<file path="config.mk">
export PLATFORM = sky130hd
export DESIGN_NAME = dmem_dma_flat
export DESIGN_NICKNAME = d
export VERILOG_FILES = /design/src/rtl/dmem_dma_pkg.sv /design/src/rtl/dmem_dma_if.sv /design/src/rtl/dmem_dma_addr_gen.sv /design/src/rtl/dmem_dma.sv /design/src/flat_wrapper.sv
export SDC_FILE = /design/constraint.sdc
export NUM_CORES = 1
export LEC_CHECK = 0
export ABC_AREA = 1
export CORE_MARGIN = 5
export CORE_UTILIZATION = 35
export CTS_BUF_LIST = sky130_fd_sc_hd__clkbuf_16
export DETAILED_ROUTE_END_ITERATION = 8
export PLACE_DENSITY = 0.62
export SKIP_CTS_REPAIR_TIMING = 1
export SYNTH_ARGS = -nofsm -noshare
export SYNTH_HDL_FRONTEND = slang
export SYNTH_SLANG_ARGS = --single-unit
export TNS_END_PERCENT = 1
</file>
<file path="constraint.sdc">
create_clock -name clk -period 2.53 [get_ports clk]
set_input_delay 0.253 -clock clk [delete_from_list [all_inputs] [get_ports clk]]
set_output_delay 0.253 -clock clk [all_outputs]
set_load 0.05 [all_outputs]
</file>
<file path="src/rtl/dmem_dma_pkg.sv">
// -----------------------------------------------------------------------------
// dmem_dma_pkg
// Shared types and default widths for the data-memory DMA block.
//   DEF_AW / DEF_DW : default address / data widths (256 x 8 memory)
//   state_t         : transfer FSM states
//   mode_t          : transfer kind (COPY = memmove, FILL = constant byte)
// -----------------------------------------------------------------------------
package dmem_dma_pkg;

  localparam int DEF_AW = 8;
  localparam int DEF_DW = 8;

  typedef enum logic [1:0] {
    IDLE = 2'd0,
    RD   = 2'd1,
    WR   = 2'd2,
    DONE = 2'd3
  } state_t;

  typedef enum logic {
    COPY = 1'b0,
    FILL = 1'b1
  } mode_t;

endpackage

</file>
<file path="src/rtl/dmem_dma_if.sv">
// -----------------------------------------------------------------------------
// dmem_dma_if
// Bundles the DMA request/status signals and the data-memory port.
//   master : the DMA engine (takes requests, drives the memory port)
//   slave  : the environment (issues requests, provides the memory behind the port)
// Request : start, mode, src_addr, dst_addr, len, fill_val
// Status  : busy, done
// Memory  : mem_read, mem_write, mem_addr, mem_wdata, mem_rdata (1-cycle registered read)
// -----------------------------------------------------------------------------
interface dmem_dma_if #(
  parameter int AW = 8,
  parameter int DW = 8
);

  logic          start;
  logic          mode;
  logic [AW-1:0] src_addr;
  logic [AW-1:0] dst_addr;
  logic [AW-1:0] len;
  logic [DW-1:0] fill_val;
  logic          busy;
  logic          done;
  logic          mem_read;
  logic          mem_write;
  logic [AW-1:0] mem_addr;
  logic [DW-1:0] mem_wdata;
  logic [DW-1:0] mem_rdata;

  modport master (
    input  start, mode, src_addr, dst_addr, len, fill_val, mem_rdata,
    output busy, done, mem_read, mem_write, mem_addr, mem_wdata
  );

  modport slave (
    output start, mode, src_addr, dst_addr, len, fill_val, mem_rdata,
    input  busy, done, mem_read, mem_write, mem_addr, mem_wdata
  );

endinterface

</file>
<file path="src/rtl/dmem_dma_addr_gen.sv">
// -----------------------------------------------------------------------------
// dmem_dma_addr_gen
// Holds the per-transfer bases, the byte offset, the remaining count and the
// direction flag. Emits the current source/destination addresses and a flag
// marking the last byte.
//   clk, rst_n   : clock, async active-low reset
//   i_load       : capture a new transfer (bases, length, direction)
//   i_step       : advance to the next byte (one per written byte)
//   i_copy       : transfer is a COPY (FILL always runs ascending)
//   i_src/i_dst  : base addresses
//   i_len        : byte count (non-zero when loaded)
//   o_src_addr   : src + offset (mod 2**AW)
//   o_dst_addr   : dst + offset (mod 2**AW)
//   o_last       : current byte is the final one
// -----------------------------------------------------------------------------
module dmem_dma_addr_gen #(
  parameter int AW = 8
) (
  input  logic          clk,
  input  logic          rst_n,
  input  logic          i_load,
  input  logic          i_step,
  input  logic          i_copy,
  input  logic [AW-1:0] i_src,
  input  logic [AW-1:0] i_dst,
  input  logic [AW-1:0] i_len,
  output logic [AW-1:0] o_src_addr,
  output logic [AW-1:0] o_dst_addr,
  output logic          o_last
);

  logic [AW-1:0] r_src;
  logic [AW-1:0] r_dst;
  logic [AW-1:0] r_off;
  logic [AW-1:0] r_rem;
  logic          r_desc;

  logic [AW-1:0] w_dist;
  logic          w_desc;

  // A destination that starts inside the source window (modular distance
  // 0 < d < len) would clobber unread source bytes going upward, so walk down.
  assign w_dist = i_dst - i_src;
  assign w_desc = i_copy && (w_dist != '0) && (w_dist < i_len);

  // NOTE: sequential state uses non-blocking assignments so every register
  // samples pre-edge values regardless of statement order.
  always_ff @(posedge clk or negedge rst_n) begin
    if (!rst_n) begin
      r_src  <= '0;
      r_dst  <= '0;
      r_off  <= '0;
      r_rem  <= '0;
      r_desc <= 1'b0;
    end else if (i_load) begin
      r_src  <= i_src;
      r_dst  <= i_dst;
      r_rem  <= i_len;
      r_desc <= w_desc;
      r_off  <= w_desc ? (i_len - AW'(1)) : '0;
    end else if (i_step) begin
      r_off  <= r_desc ? (r_off - AW'(1)) : (r_off + AW'(1));
      r_rem  <= r_rem - AW'(1);
    end
  end

  assign o_src_addr = r_src + r_off;
  assign o_dst_addr = r_dst + r_off;
  assign o_last     = (r_rem == AW'(1));

endmodule

</file>
<file path="src/rtl/dmem_dma.sv">
// -----------------------------------------------------------------------------
// dmem_dma
// Data-memory DMA initiator: copies (memmove semantics) or fills a block of
// bytes through the shared 256x8 synchronous memory port while busy=1.
//   clk, rst_n : clock, async active-low reset
//   bus        : dmem_dma_if.master
//                request  start/mode/src_addr/dst_addr/len/fill_val (sampled in IDLE)
//                status   busy (RD/WR states), done (one-cycle pulse)
//                memory   mem_read/mem_write/mem_addr/mem_wdata out, mem_rdata in
// COPY spends RD+WR per byte; FILL spends WR only. len==0 or COPY onto itself
// goes straight to DONE without touching memory.
// -----------------------------------------------------------------------------
module dmem_dma
  import dmem_dma_pkg::*;
#(
  parameter int AW = DEF_AW,
  parameter int DW = DEF_DW
) (
  input logic        clk,
  input logic        rst_n,
  dmem_dma_if.master bus
);

  state_t        r_state;
  mode_t         r_mode;
  logic [DW-1:0] r_fill;

  logic          w_accept;
  logic          w_noop;
  logic          w_req_copy;
  logic          w_step;
  logic          w_last;
  logic [AW-1:0] w_src_addr;
  logic [AW-1:0] w_dst_addr;

  assign w_req_copy = (mode_t'(bus.mode) == COPY);
  assign w_accept   = (r_state == IDLE) && bus.start;
  assign w_noop     = (bus.len == '0) || (w_req_copy && (bus.src_addr == bus.dst_addr));
  assign w_step     = (r_state == WR);

  dmem_dma_addr_gen #(.AW(AW)) u_addr_gen (
    .clk        (clk),
    .rst_n      (rst_n),
    .i_load     (w_accept),
    .i_step     (w_step),
    .i_copy     (w_req_copy),
    .i_src      (bus.src_addr),
    .i_dst      (bus.dst_addr),
    .i_len      (bus.len),
    .o_src_addr (w_src_addr),
    .o_dst_addr (w_dst_addr),
    .o_last     (w_last)
  );

  always_ff @(posedge clk or negedge rst_n) begin
    if (!rst_n) begin
      r_state <= IDLE;
      r_mode  <= COPY;
      r_fill  <= '0;
    end else begin
      case (r_state)
        IDLE: begin
          if (bus.start) begin
            r_mode <= mode_t'(bus.mode);
            r_fill <= bus.fill_val;
            if (w_noop)                        r_state <= DONE;
            else if (mode_t'(bus.mode) == FILL) r_state <= WR;
            else                               r_state <= RD;
          end
        end
        RD:      r_state <= WR;
        WR: begin
          if (w_last)               r_state <= DONE;
          else if (r_mode == COPY)  r_state <= RD;
          else                      r_state <= WR;
        end
        DONE:    r_state <= IDLE;
        default: r_state <= IDLE;
      endcase
    end
  end

  // Outputs decode straight from the state register, so an async reset clears
  // them immediately. In WR of a COPY the write data is the memory's registered
  // read result from the preceding RD cycle, passed through unregistered.
  // NOTE: every output gets a default before the case so no path leaves one
  // unassigned, which would infer a latch.
  always_comb begin
    bus.busy      = 1'b0;
    bus.done      = 1'b0;
    bus.mem_read  = 1'b0;
    bus.mem_write = 1'b0;
    bus.mem_addr  = '0;
    bus.mem_wdata = '0;
    case (r_state)
      RD: begin
        bus.busy     = 1'b1;
        bus.mem_read = 1'b1;
        bus.mem_addr = w_src_addr;
      end
      WR: begin
        bus.busy      = 1'b1;
        bus.mem_write = 1'b1;
        bus.mem_addr  = w_dst_addr;
        bus.mem_wdata = (r_mode == FILL) ? r_fill : bus.mem_rdata;
      end
      DONE:    bus.done = 1'b1;
      default: ;
    endcase
  end

endmodule

</file>
<file path="src/flat_wrapper.sv">
// flat-port wrapper written by rule: the top's interface ports become plain ports
module dmem_dma_flat import dmem_dma_pkg::*;
#(
  parameter int AW = DEF_AW,
  parameter int DW = DEF_DW
)
  (clk, rst_n, bus_start, bus_mode, bus_src_addr, bus_dst_addr, bus_len, bus_fill_val, bus_mem_rdata, bus_busy, bus_done, bus_mem_read, bus_mem_write, bus_mem_addr, bus_mem_wdata);
  dmem_dma_if #(.AW(AW), .DW(DW)) bus_i ();
  input logic clk;
  input logic rst_n;
  input wire logic [$bits(bus_i.start)-1:0] bus_start;
  input wire logic [$bits(bus_i.mode)-1:0] bus_mode;
  input wire logic [$bits(bus_i.src_addr)-1:0] bus_src_addr;
  input wire logic [$bits(bus_i.dst_addr)-1:0] bus_dst_addr;
  input wire logic [$bits(bus_i.len)-1:0] bus_len;
  input wire logic [$bits(bus_i.fill_val)-1:0] bus_fill_val;
  input wire logic [$bits(bus_i.mem_rdata)-1:0] bus_mem_rdata;
  output wire logic [$bits(bus_i.busy)-1:0] bus_busy;
  output wire logic [$bits(bus_i.done)-1:0] bus_done;
  output wire logic [$bits(bus_i.mem_read)-1:0] bus_mem_read;
  output wire logic [$bits(bus_i.mem_write)-1:0] bus_mem_write;
  output wire logic [$bits(bus_i.mem_addr)-1:0] bus_mem_addr;
  output wire logic [$bits(bus_i.mem_wdata)-1:0] bus_mem_wdata;
  assign bus_i.start = bus_start;
  assign bus_i.mode = bus_mode;
  assign bus_i.src_addr = bus_src_addr;
  assign bus_i.dst_addr = bus_dst_addr;
  assign bus_i.len = bus_len;
  assign bus_i.fill_val = bus_fill_val;
  assign bus_i.mem_rdata = bus_mem_rdata;
  assign bus_busy = bus_i.busy;
  assign bus_done = bus_i.done;
  assign bus_mem_read = bus_i.mem_read;
  assign bus_mem_write = bus_i.mem_write;
  assign bus_mem_addr = bus_i.mem_addr;
  assign bus_mem_wdata = bus_i.mem_wdata;
  dmem_dma #(.AW(AW), .DW(DW)) u_core (.clk(clk), .rst_n(rst_n), .bus(bus_i));
endmodule
</file>
==> metrics.cfg, run 1 <==
[outcome]
outcome = finished with violations
failed_checks = negative setup slack

[logic_synthesis]
yosysUniqueCellTypes = 37
synthArstFlopShare_pct = 100
synth_xor_area_share_pct = 2.93
synth.mux.area_fraction_pct = 0
avgSynthCellArea_um2 = 7.04
syn-cell-area_um2 = 3580
synthSimpleGateAreaFrac_pct = 29.3
yosysSeqAreaShare_pct = 30.7
synth_edf_count = 0
syn-num-nets = 592
synthAdderAreaFrac_pct = 14.3
synth-seq-cells = 44
syn_inst = 509
synth_ff_type = dfrtp_1
yosysWarnings = 0
synth_top_family_by_area = simple AND/OR/NAND/NOR gates
synth-compound-area-share_pct = 14.4

[cts]
cts.sinks = 44
path_clk_slew_ps = 60
tritoncts = done
cts_inserted_buffers = 5
cts-root-buf = clkbuf_16
clock_latency_ps = 280
cts.path.max_buffers = 2
htreeDepth = 2

[floorplanning]
die_w_um = 111
io_pins = 64
fp.dieH_um = 111
core_um2 = 10100
num_rows = 37
initial_utilization_pct = 35.3
die_area_um2 = 12400

[layout]
drive_gt1_share_pct = 18.5
finalNetCount = 693
n_fill_cell = 1005
num_antenna_cells = 0
synthToLayoutAreaGrowth_pct = 39.8

[setup_path]
startpoint_type = flip-flop
cpPeakStageDelay_ps = 390
path_cells = inv_2, ha_4, buf_4, buf_4, nand2_1, nand2_1, ha_4, inv_2, nor2_1, o21ai_1, nand2_1, a21oi_2, o21bai_1, buf_4, a21oi_4, buf_12
crit_family = buffers and inverters
required_ps = 2280
worstSetupPathType = reg -> out
cp.arrival_ps = 2630
crit_fanout = 8
endpoint_kind = output port
critPathBufInv = 6
crit_slowest_cell = dfrtp_1

[flow_run]
cap_violations = 0

[detailed_routing]
vias_per_cell = 4.91
ant_nets = 0
finalWirelength_um = 10100
dr.pass1.iters = 4
drtIter0Drc = 141
routedWlPerCell_um = 13.6
drc = 0
via_count = 3661

[global_routing]
met3_usage_pct = 1.91
met1_usage_pct = 23.2
grt_max_degree = 28
grt_pass1_vias = 3607
grt_pass1_wl_um = 17000
grt_overflow = 0
grt_antenna_before_repair = 0
use_met2_pct = 26.9
grt_use_total_pct = 16.4
grt_busiest_layer = met2

[timing]
tns_ps = -1340
rsz0062_at_grt = yes
slew_headroom_pct = 64.9
fmax_mhz = 346
hold-worst-slack_ps = 479
fin_ws_ps = -356
min_period_ps = 2890
min_period_over_period_pct = 114
final_max_slew_viol_count = 0
report.final.hold_viol_count = 0
setup_violations = 5
worst_slew_pin_slew_ps = 527
finClkSkew_ps = 8.17

[place]
place_congestion = 0.888
portBuffers = 63
dp_hpwl_um = 7980

[hold_path]
hp-class = in -> async

[power_and_ir_drop]
cellPowerDensity_nw_per_um2 = 1510
p_leak_nw = 2.53
ir_drop_v = 0.000953

==> worst reg2reg max path, cell delays in order (launching register included) <==
cell	delay [ps]
dfrtp_1	360
inv_2	60
buf_4	120
buf_4	130
ha_1	210
nand2_2	170
inv_2	60
nor2_2	260
inv_2	200
nand2_1	110
inv_1	40
a21oi_1	140
==> cell usage after synthesis, drive strengths merged (2+ instances only) <==
| library cell | count | area (µm²) |
|---|---|---|
| a21o | 3 | 22.5 |
| a21oi | 35 | 179 |
| a31oi | 2 | 12.5 |
| buf | 3 | 15.0 |
| clkbuf | 9 | 33.8 |
| clkinv | 2 | 7.51 |
| dfrtp | 44 | 1100 |
| fa | 3 | 60.1 |
| ha | 36 | 450 |
| inv | 65 | 244 |
| nand2 | 152 | 581 |
| nand3 | 24 | 133 |
| nand4 | 15 | 93.8 |
| nor2 | 49 | 191 |
| nor3 | 3 | 20.0 |
| o21ai | 32 | 160 |
| o21bai | 2 | 15.0 |
| o221ai | 5 | 43.8 |
| o22ai | 2 | 12.5 |
| or2 | 4 | 25.0 |
| xnor2 | 2 | 17.5 |
| xor2 | 10 | 87.6 |
==> final timing paths <==
path | from | end | slack, ps | depth (start not counted)
min reg2reg | u_core.u_addr_gen.r_dst[3] | u_core.u_addr_gen.r_dst[3] | 480 | 2
min | rst_n | u_core.u_addr_gen.r_rem[7] | 480 | 2
min in group clk | u_core.u_addr_gen.r_dst[3] | u_core.u_addr_gen.r_dst[3] | 480 | 2
max | u_core.r_state[0] | bus_mem_addr[6] | -360 | 16
max in group asynchronous | rst_n | u_core.u_addr_gen.r_off[7] | 1340 | 3
max reg2reg | u_core.r_state[0] | u_core.u_addr_gen.r_off[7] | 590 | 11
==> cell type report <==
class	instances	area, µm²	share of cell area (%)
flip-flops and latches	44	1100	22.0
well taps	136	170	3.40
inverters	67	255	5.10
multi-input cells	386	2340	46.6
clock inverters	2	8.76	0.175
repair buffers	106	1010	20.2
clock buffers	5	125	2.50
==> cell usage in the layout (no fill, tap or decap), types with 2 or more instances in the layout <==
cell             netlist  final
a21o_1                 3      3
a21oi_1               34     29
a21oi_2                1      5
a31oi_1                2      2
buf_12                 0      8
buf_4                  0     50
clkbuf_16              0      5
clkdlybuf4s50_1        0     45
dfrtp_1               44     44
fa_2                   0      2
ha_1                  36     27
ha_2                   0      2
ha_4                   0      7
inv_1                 58     55
inv_2                  7     11
nand2_1              148    146
nand2_2                4      5
nand3_1               23     22
nand4_1               15     15
nor2_1                46     43
nor2_2                 3      5
nor3_1                 2      2
o21ai_0               31     27
o21ai_1                1      4
o21bai_1               2      2
o221ai_1               5      5
o22ai_1                2      2
or2_1                  3      3
xnor2_1                2      2
xor2_1                10     10
==> registers in the layout (all words and copies together), names as in the netlist <==
name	flops
u_core.r_state	2
u_core.u_addr_gen.r_desc	1
u_core.u_addr_gen.r_src	8
u_core.u_addr_gen.r_off	8
u_core.r_fill	8
u_core.u_addr_gen.r_dst	8
u_core.u_addr_gen.r_rem	8
u_core.r_mode	1
==> metrics by stage <==
step | std cells | power [mW] | cell area, µm² | setup slack [ps] | utilization, %
2_1_floorplan | 509 | 4.68 | 3640 | -445 | -
3_3_place_gp | 734 | 6.57 | 4710 | -299 | 46.4
3_5_place_dp | 734 | 6.66 | 4710 | -423 | 46.4
4_1_cts | 741 | 7.31 | 4840 | -406 | 47.7
5_1_grt | 746 | 8.18 | 5010 | -514 | 49.4
6_report | 746 | 7.56 | 5010 | -356 | 49.4
==> routing by layer <==
layer / routed length [µm] / part of all wire [%]
met1: 4700 / 46
met2: 4910 / 48
met3: 408 / 4.0
met4: 112 / 1.1
met5: 0 / 0
==> logic make-up (layout without fill, tap and decap cells) <==
group | Yosys count | count (layout)
simple gates | 248 | 248
fa+ha+maj | 39 | 39
flops | 44 | 44
xor+xnor | 12 | 12
buf+inv | 79 | 180
compound gates | 87 | 87
==> where the power goes <==
part           switching [mW]  internal (mW)  total, mW
sequential              0.309           1.05       1.36
combinational            3.22           2.36       5.58
clock                   0.258          0.355      0.613
total                    3.79           3.77       7.56
(Power assumes the default switching activity.)
==> inputs of run 2 (changes only) <==
- PLACE_DENSITY: 0.62 -> not set
==> metrics.cfg, run 2 (synthesis gave the netlist of run 1 again) <==
[outcome]
outcome = finished with violations
failed_checks = negative setup slack

[floorplanning]
initial_utilization_pct = 35.3  ; unchanged
num_rows = 37  ; unchanged
fp.dieH_um = 111  ; unchanged
die_w_um = 111  ; unchanged
core_um2 = 10100  ; unchanged
io_pins = 64  ; unchanged
die_area_um2 = 12400  ; unchanged

[timing]
worst_slew_pin_slew_ps = 1010  ; +484 ps
slew_headroom_pct = 32.6  ; -32 points
setup_violations = 15  ; +10
rsz0062_at_grt = yes
report.final.hold_viol_count = 0  ; unchanged
min_period_over_period_pct = 113  ; -1.1 points
min_period_ps = 2860  ; -28.2 ps
finClkSkew_ps = 10.2  ; +2.02 ps
final_max_slew_viol_count = 0  ; unchanged
fmax_mhz = 350  ; +0.99%
fin_ws_ps = -328  ; +28.2 ps

[place]
dp_hpwl_um = 7890  ; -1.2%
placedInstanceArea_um2 = 4730  ; +0.43%
place_congestion = 0.886  ; -0.24%
pre_cts_ws_ps = -352  ; +71.3 ps
portBuffers = 63  ; unchanged

[power_and_ir_drop]
cellPowerDensity_nw_per_um2 = 1520  ; +0.53%
intPower_mw = 3.76  ; -0.18%
clock_power_share_pct = 8.4  ; +0.3 points
seqPwrFrac_pct = 18.0  ; about the same
pwr-share-comb_pct = 73.6  ; -0.2 points
p_leak_nw = 2.51  ; -0.55%
p_switching_mw = 3.73  ; -1.5%
sw_frac_of_total_pct = 49.8  ; -0.34 points
ir_drop_v = 0.000793  ; -17%

[setup_path]
required_ps = 2280  ; about the same
worstSetupPathType = reg -> out
regToRegSetupSlack_ps = 450  ; -140 ps
startpoint = u_core.r_state[0]
crit_fanout = 7  ; -1
startpoint_type = flip-flop
r2r_start = u_core.r_state[1]
endpoint_kind = output port
reg2reg_to = u_core.u_addr_gen.r_off[3]
cp.arrival_ps = 2610  ; -20 ps
ff2ff_path_depth = 10  ; -1

[layout]
finalNetCount = 692  ; -0.14%
num_antenna_cells = 0  ; unchanged
layout_commonest_cell = nand2_1
n_fill_cell = 1014  ; +0.90%
synthToLayoutAreaGrowth_pct = 37.9
drive_gt1_share_pct = 15.2  ; -3.3 points
final_cell_mix = nand2_1 (148), inv_1 (58), clkdlybuf4s50_1 (53), nor2_1 (44), dfrtp_1 (44)
fin_util_pct = 48.7  ; -0.68 points
design_area_um2 = 4940  ; -1.4%

[detailed_routing]
drtIter0Drc = 147  ; +4.3%
wl_met3_um = 398  ; -2.5%
routed.top_layer = met4
finalWirelength_um = 9820  ; -3.1%
drc = 0  ; unchanged
vias_per_cell = 4.85  ; -1.3%
ant_nets = 0  ; unchanged
dr.pass1.iters = 4  ; unchanged
met2_length_um = 4480  ; -8.7%
wl_met1_um = 4760  ; +1.4%
routedWlPerCell_um = 13.2  ; -3.1%
via_count = 3615  ; -1.3%

[cts]
cts-root-buf = clkbuf_16
tritoncts = done
clock_latency_ps = 290  ; about the same
cts.path.max_buffers = 2  ; unchanged
htreeDepth = 2  ; unchanged
path_clk_slew_ps = 70  ; about the same
cts.sinks = 44  ; unchanged
cts_inserted_buffers = 5  ; unchanged

[flow_run]
cap_violations = 0  ; unchanged

[global_routing]
grt_max_degree = 45  ; +61%
grt_antenna_before_repair = 0  ; unchanged
grt_overflow = 0  ; unchanged
grt_use_total_pct = 15.8  ; -0.63 points
grt_pass1_wl_um = 16400  ; -3.8%
grt_pass1_vias = 3522  ; -2.4%

[hold_path]
hp-class = in -> async

[run 2: cell count changes in the layout (fill, tap and decap cells not counted), moves of 3 or more]
cell,previous run,this run
buf_4,50,42
clkdlybuf4s50_1,45,53
ha_1,27,33
ha_4,7,2
inv_1,55,58
[run 2: routing by layer]
metal / global-route usage [%] / up-vias
met2: 25.2 / 76
met1: 22.4 / 1672
met5: 0 / -
li1: - / 1858
met3: 2.07 / 9
met4: 4.62 / 0
[run 2: layout make-up]
cell class	count	area (µm²)	share of cell area [%]
Clock buffer	5	125	2.53
Clock inverter	3	16.3	0.329
Inverter	67	255	5.17
Multi-Input combinational cell	386	2250	45.5
Sequential cell	44	1100	22.3
Tap cell	136	170	3.44
Timing Repair Buffer	105	1020	20.7
[run 2: how the worst max path moves through the flow]
stage | slack, ps | cells after the start | endpoint
final | -330 | 16 | bus_mem_addr[6]
after global routing | -520 | 16 | bus_mem_addr[6]
after CTS | -420 | 16 | bus_mem_addr[6]
after detailed placement | -350 | 14 | u_core.u_addr_gen.r_off[4]
after global placement | -300 | 14 | u_core.u_addr_gen.r_off[6]
after floorplan | -440 | 16 | bus_mem_addr[6]
[run 2: worst max-delay path: stages, from the launching register on]
cell and delay (ps):
dfrtp_1 390, inv_2 80, ha_4 200, clkinvlp_4 140, nand2_1 70, nand2_1 50
ha_2 180, inv_2 60, fa_2 210, nor2_2 30, o21ai_1 130, nand2_1 100
a21oi_2 150, o21bai_2 80, buf_4 140, a21oi_4 130, buf_12 150
[run 2: power by group through the flow]
stage | clock [mW] | sequential, mW | combinational [mW]
after floorplan | 0 | 1.26 | 3.42
after global placement | 0 | 1.35 | 5.25
after detailed placement | 0 | 1.36 | 5.33
after CTS | 0.641 | 1.35 | 5.34
after global routing | 0.664 | 1.39 | 6.08
final | 0.626 | 1.35 | 5.52
[run 2: per-stage QoR]
step	setup TNS, ps	power, mW	instances	hold WS (ps)
after floorplan	-2070	4.68	509	-42.6
after global placement	-2680	6.60	734	465
after detailed placement	-3030	6.69	734	466
after CTS	-1970	7.33	742	183
after global routing	-5230	8.14	746	232
final	-1880	7.49	746	130
